### config.mk
export PLATFORM = sky130hd
export DESIGN_NAME = sha256_msg_sched
export DESIGN_NICKNAME = d
export VERILOG_FILES = /design/src/rtl/sha256_pkg.sv /design/src/rtl/sha256_w_window.sv /design/src/rtl/sigm0.sv /design/src/rtl/sigm1.sv /design/src/rtl/sha256_msg_sched.sv
export SDC_FILE = /design/constraint.sdc
export NUM_CORES = 1
export LEC_CHECK = 0
export BUFFER_PORTS_ARGS = -buffer_cell sky130_fd_sc_hd__buf_2
export CORE_AREA = 4 4 218 220
export DETAILED_ROUTE_END_ITERATION = 8
export DIE_AREA = 0 0 222 224
export PLACE_DENSITY_LB_ADDON = 0.15
export RECOVER_POWER = 25
export SYNTH_ARGS = -nofsm -noshare
export SYNTH_HDL_FRONTEND = slang
export SYNTH_SLANG_ARGS = --single-unit
### constraint.sdc
create_clock -name i_clk -period 16.3 [get_ports i_clk]
set_input_delay 4.075 -clock i_clk [delete_from_list [all_inputs] [get_ports i_clk]]
set_output_delay 4.075 -clock i_clk [all_outputs]
set_load 0.02 [all_outputs]
### src/rtl/sha256_pkg.sv
// Shared SHA-256 definitions for the message-schedule slice.
//   WORD_W        : width of one message/schedule word
//   BLOCK_WORDS   : words per 512-bit block (W0..W15 loaded directly)
//   SHA256_ROUNDS : schedule words produced per block
//   state_t       : schedule FSM encoding
package sha256_pkg;

    localparam int WORD_W        = 32;
    localparam int BLOCK_WORDS   = 16;
    localparam int SHA256_ROUNDS = 64;

    typedef enum logic [1:0] {
        ST_IDLE   = 2'd0,
        ST_LOAD   = 2'd1,
        ST_EXPAND = 2'd2
    } state_t;

endpackage

### src/rtl/sha256_w_window.sv
// 16-word sliding window of the most recent schedule words.
// Entry 0 is the oldest (W(t-16)), entry 15 the newest (W(t-1)).
//   i_clk, i_rst : clock, synchronous active-high reset (clears window)
//   i_shift      : shift all entries down one slot and append i_din
//   i_din        : word appended at entry 15
//   o_w0/o_w1/o_w9/o_w14 : taps used by the expansion adder
module sha256_w_window
    import sha256_pkg::*;
(
    input  logic              i_clk,
    input  logic              i_rst,
    input  logic              i_shift,
    input  logic [WORD_W-1:0] i_din,
    output logic [WORD_W-1:0] o_w0,
    output logic [WORD_W-1:0] o_w1,
    output logic [WORD_W-1:0] o_w9,
    output logic [WORD_W-1:0] o_w14
);

    logic [WORD_W-1:0] r_win [BLOCK_WORDS];

    always_ff @(posedge i_clk) begin
        if (i_rst) begin
            for (int i = 0; i < BLOCK_WORDS; i++) begin
                r_win[i] <= '0;
            end
        end else if (i_shift) begin
            for (int i = 0; i < BLOCK_WORDS - 1; i++) begin
                r_win[i] <= r_win[i+1];
            end
            r_win[BLOCK_WORDS-1] <= i_din;
        end
    end

    assign o_w0  = r_win[0];
    assign o_w1  = r_win[1];
    assign o_w9  = r_win[9];
    assign o_w14 = r_win[14];

endmodule

### src/rtl/sigm0.sv
// SHA-256 small sigma0: ROTR7 ^ ROTR18 ^ SHR3.
//   i_x : input word
//   o_y : sigma0(i_x)
module sigm0
    import sha256_pkg::*;
(
    input  logic [WORD_W-1:0] i_x,
    output logic [WORD_W-1:0] o_y
);

    assign o_y = {i_x[6:0],  i_x[31:7]}  ^
                 {i_x[17:0], i_x[31:18]} ^
                 {3'b000,    i_x[31:3]};

endmodule

### src/rtl/sigm1.sv
// SHA-256 small sigma1: ROTR17 ^ ROTR19 ^ SHR10.
//   i_x : input word
//   o_y : sigma1(i_x)
module sigm1
    import sha256_pkg::*;
(
    input  logic [WORD_W-1:0] i_x,
    output logic [WORD_W-1:0] o_y
);

    assign o_y = {i_x[16:0], i_x[31:17]} ^
                 {i_x[18:0], i_x[31:19]} ^
                 {10'd0,     i_x[31:10]};

endmodule

### src/rtl/sha256_msg_sched.sv
// SHA-256 message schedule: loads W0..W15 from upstream, expands
// W16..W(ROUNDS-1), and presents every word through a one-entry
// registered output slot with valid/ready handshake.
//   i_clk, i_rst          : clock, synchronous active-high reset
//   i_start               : begin a block (honoured in IDLE only)
//   i_word_valid, i_word  : upstream message words, o_word_ready accepts
//   o_w_valid, o_w, o_t   : schedule word W_t, i_w_ready consumes it
//   o_busy                : block in progress
//   o_done                : pulse after the final word is consumed
//
// state     | meaning
// ST_IDLE   | waiting for i_start
// ST_LOAD   | passing W0..W15 from upstream into slot and window
// ST_EXPAND | generating W16..W(ROUNDS-1), then draining the last word
module sha256_msg_sched
    import sha256_pkg::*;
#(
    parameter int ROUNDS = SHA256_ROUNDS
) (
    input  logic              i_clk,
    input  logic              i_rst,
    input  logic              i_start,
    input  logic              i_word_valid,
    input  logic [WORD_W-1:0] i_word,
    output logic              o_word_ready,
    output logic              o_w_valid,
    output logic [WORD_W-1:0] o_w,
    output logic [5:0]        o_t,
    input  logic              i_w_ready,
    output logic              o_busy,
    output logic              o_done
);

    // r_cnt is the index of the next word to issue; it reaches ROUNDS
    // after the last word, so it needs one bit more than o_t.
    localparam logic [6:0] LOAD_LAST = 7'(BLOCK_WORDS - 1);
    localparam logic [6:0] CNT_END   = 7'(ROUNDS);

    state_t            r_state;
    logic [6:0]        r_cnt;
    logic              r_w_valid;
    logic [WORD_W-1:0] r_w;
    logic [5:0]        r_t;
    logic              r_busy;
    logic              r_done;

    logic              w_slot_free;
    logic              w_load_acc;
    logic              w_exp_go;
    logic              w_final_acc;
    logic              w_shift;
    logic [WORD_W-1:0] w_shift_data;
    logic [WORD_W-1:0] w_tap0, w_tap1, w_tap9, w_tap14;
    logic [WORD_W-1:0] w_s0, w_s1;
    logic [WORD_W-1:0] w_exp_word;

    sha256_w_window u_window (
        .i_clk   (i_clk),
        .i_rst   (i_rst),
        .i_shift (w_shift),
        .i_din   (w_shift_data),
        .o_w0    (w_tap0),
        .o_w1    (w_tap1),
        .o_w9    (w_tap9),
        .o_w14   (w_tap14)
    );

    sigm0 u_sigm0 (.i_x(w_tap1),  .o_y(w_s0));
    sigm1 u_sigm1 (.i_x(w_tap14), .o_y(w_s1));

    assign w_exp_word = w_s1 + w_tap9 + w_s0 + w_tap0;

    // Slot may be refilled in the same cycle its current word is consumed,
    // giving one word per cycle with no bubble at the LOAD/EXPAND boundary.
    assign w_slot_free  = !r_w_valid || i_w_ready;
    assign o_word_ready = (r_state == ST_LOAD) && w_slot_free;
    assign w_load_acc   = o_word_ready && i_word_valid;
    assign w_exp_go     = (r_state == ST_EXPAND) && w_slot_free && (r_cnt != CNT_END);
    assign w_final_acc  = (r_state == ST_EXPAND) && (r_cnt == CNT_END) && r_w_valid && i_w_ready;
    assign w_shift      = w_load_acc || w_exp_go;
    assign w_shift_data = (r_state == ST_LOAD) ? i_word : w_exp_word;

    always_ff @(posedge i_clk) begin
        if (i_rst) begin
            r_state   <= ST_IDLE;
            r_cnt     <= '0;
            r_w_valid <= 1'b0;
            r_w       <= '0;
            r_t       <= '0;
            r_busy    <= 1'b0;
            r_done    <= 1'b0;
        end else begin
            r_done <= 1'b0;

            if (w_shift) begin
                r_w       <= w_shift_data;
                r_t       <= r_cnt[5:0];
                r_w_valid <= 1'b1;
                r_cnt     <= r_cnt + 7'd1;
            end else if (i_w_ready) begin
                r_w_valid <= 1'b0;
            end

            case (r_state)
                ST_IDLE: begin
                    if (i_start) begin
                        r_state <= ST_LOAD;
                        r_cnt   <= '0;
                        r_busy  <= 1'b1;
                    end
                end
                ST_LOAD: begin
                    if (w_load_acc && (r_cnt == LOAD_LAST)) begin
                        r_state <= ST_EXPAND;
                    end
                end
                ST_EXPAND: begin
                    if (w_final_acc) begin
                        r_state <= ST_IDLE;
                        r_busy  <= 1'b0;
                        r_done  <= 1'b1;
                    end
                end
                default: r_state <= ST_IDLE;
            endcase
        end
    end

    assign o_w_valid = r_w_valid;
    assign o_w       = r_w;
    assign o_t       = r_t;
    assign o_busy    = r_busy;
    assign o_done    = r_done;

endmodule

==> reports/summary.txt <==
Status - complete, but fails checks
Failing checks - capacitance limit, slew limit
Post-DRT Antenna Nets - 0
Number of diodes - 0
Synth async-reset ratio - 0%
Vias - 13660
GRT overflow - 0
Fin area - 0.02792 mm^2
Die area - 0.04973 mm^2
Row count - 78
Core area - 0.04528 mm^2
First-pass GRT wire length - 78280 um
Port-buffer cells - 78
Yosys top cell area share - 61.05%
Fillcell total - 3481
Setup TNS - 0 ps
Max clock buf depth - 3
Tcrit/Tclk final - 68.74%
Num CTS Buffers - 56
Vias/cell - 5.283
WL per Instance - 19.56 um
Layout Nets - 2069
CP delay by family, top - buffers and inverters
CP Launch Type - input pin
Clk pwr share - 27.7%
Largest net degree at the start of global routing - 203
Syn_nets - 2007
Starting density of the core - 55.61%
Drt total wl - 50570 um
Total track usage - 20.37%
VDD IR-drop max - 0.0001460 V
Worst Path Required - 16530 ps
Register bit total from synthesis - 562
Post-cts resize count - 0
DRC Markers - 0
Most numerous cell in the Yosys netlist - edfxtp_1
Main synth FF type - edfxtp_1
Crit path kind - input pin to flip-flop
Yosys Warn Count - 0
Synthesized area - 0.02518 mm^2
Commonest cells in the netlist - 512 x edfxtp_1, 295 x and2_1, 168 x nor2b_1, 132 x inv_1, 94 x nor2_1
Worst-skew pair later-pin latency - 640 ps
Num ports - 79
Layout Cells excl Fill - 2585
Crit path DAT - 11430 ps
Buffers & Inverters on Critical Path - 4
Die Y - 224 um
Unrepaired setup endpoints after global routing - false
Max Freq - 89.24 MHz
Placed insts - 2479
Clk slew on worst S/H paths - 60 ps
Area leader, netlist - edfxtp_1
Worst hold path class - flip-flop to flip-flop
P_sw - 0.001570 W
Clk sinks - 562
Clk root buf - clkbuf_16
Worst slew pin tran - 3657 ps
Max Transition Viols Final - 312
Rel. slew slack - -143.8%
Most used cell along the critical path - clkbuf_1
Switching Fraction - 33.81%
Post-synth EDFFs - 512
Setup Viol. Count Final - 0
Sequential-to-total area share from yosys stat - 65.02%
Synthesized area per cell - 13.43 um^2
CP cell instances - clkbuf_1 > clkbuf_1 > nor2_1 > inv_8 > buf_12
Hold Fails Final Rpt - 0
Top cells by area, synth - edfxtp_1 61%, and2_1 7.3%, fa_1 4.9%
Leakage Power - 10.69 nW
Dpl hpwl - 33060 um
Synth cell types - 59
Die Wd - 222 um
Power Internal - 0.003073 W
Crit end category - flip-flop
Fraction of layout cells with a size suffix above 1 - 7.305%
GP Congestion - 0.8876
DRT iter0 DRCs - 1114
Slowest-stage cell, CP - clkbuf_1
CP Max Fanout - 202
Final min period - 11210 ps
Comb power frac - 32.7%
Initial antenna violation count - 0
TritonCTS clock tree - done
Drt first pass iters - 5
CTS H-tree lvls - 2
Pwr/cell area - 166.3 mW/mm^2
Flop pwr share - 39.6%
Gate Count Post-Synth - 1875
Setup Buffers After CTS - 0
Area grow syn2layout - 10.87%
Slowest stage delay, CP - 2520 ps
Vias in the first global route - 13250
DP Area - 0.02615 mm^2
Hold_buf cts - 0
Worst clock skew - 48.09 ps
Max_cap viols - 5
==> sequential cells by signal, summed over array words and instances, names as in the netlist <==
signal and flops:
o_t 6, o_done 1, r_state 2, u_window.r_win 512
o_w 32, o_busy 1, o_w_valid 1, r_cnt 7
==> power groups by stage <==
stage / logic, W / clock network (W) / registers [W]
4_1_cts: 0.00152 / 0.00131 / 0.00184
5_1_grt: 0.00169 / 0.00138 / 0.00185
2_1_floorplan: 0.00108 / 0 / 0.00187
3_5_place_dp: 0.00150 / 0 / 0.00187
3_3_place_gp: 0.00150 / 0 / 0.00187
6_report: 0.00152 / 0.00129 / 0.00184
==> final cells by class <==
type / count / area, um^2 / share of cell area, %
clock inverters: 33 / 356.6 / 1.277
inverters: 132 / 503.0 / 1.801
well taps: 600 / 750.7 / 2.689
repair buffers: 89 / 434.2 / 1.555
flip-flops and latches: 562 / 16380 / 58.65
multi-input cells: 1096 / 8006 / 28.67
clock buffers: 73 / 1495 / 5.355
==> cell families (layout without fill, tap and decap cells) <==
| family | count (synthesis) | in the layout | synth area share (%) |
|---|---|---|---|
| flip-flops | 562 | 562 | 65.02 |
| XOR/XNOR | 144 | 144 | 5.008 |
| AND/OR/NAND/NOR | 697 | 697 | 15.74 |
| multiplexers | 12 | 12 | 0.4770 |
| adder cells (fa/ha/maj) | 95 | 95 | 6.568 |
| buffers and inverters | 217 | 327 | 3.234 |
| AO/OA/AOI/OAI | 148 | 148 | 3.945 |
==> per-stage QoR <==
| step | power, W | hold WS, ps | setup WS, ps | util [%] |
|---|---|---|---|---|
| 6_report | 0.004643 | 464.1 | 5095 | 61.66 |
| 2_1_floorplan | 0.002949 | 450.7 | 815.0 | - |
| 4_1_cts | 0.004670 | 463.0 | 7426 | 61.84 |
| 5_1_grt | 0.004917 | 496.8 | 4297 | 61.66 |
| 3_3_place_gp | 0.003365 | 443.3 | 7448 | 57.75 |
| 3_5_place_dp | 0.003366 | 454.9 | 7426 | 57.75 |
==> metal layers <==
metal	wire (um)	part of all wire (%)	track usage, %
met1	24080	48	30.64
met5	0	0	0
met4	1130	2.2	5.422
met2	23130	46	31.37
met3	2227	4.4	3.394
==> layout by cell type, fill, tap and decap left out, types with 47 or more instances in the layout <==
cell type,Yosys,routed
and2_1,295,273
clkbuf_1,78,59
clkbuf_16,0,56
dfxtp_1,50,50
edfxtp_1,512,512
fa_1,62,62
inv_1,132,131
nand2_1,47,47
nor2_1,94,93
nor2b_1,168,167
xnor2_1,76,76
xor2_1,68,68
==> path summary, 6_finish.rpt <==
path	start	slack [ps]	depth (start not counted)	endpoint
hold reg to reg	o_t[2]	460	2	o_t[2]
hold / removal	o_t[2]	460	2	o_t[2]
setup / recovery	i_rst	5090	5	u_window.r_win[0][34]
setup reg to reg	u_window.r_win[0][59]	11050	14	u_window.r_win[1][253]
==> worst register-to-register path, stage by stage (launching register included) <==
cell and delay (ps):
edfxtp_1 550, xor2_1 250, xnor2_1 390, fa_1 500, fa_1 580, inv_1 50, ha_1 390, o21a_1 230
a21oi_2 180, a41oi_1 220, a211oi_2 500, o211ai_1 240, o21ai_1 220, mux2i_1 400, a21oi_1 120
(Power assumes the default switching activity.)
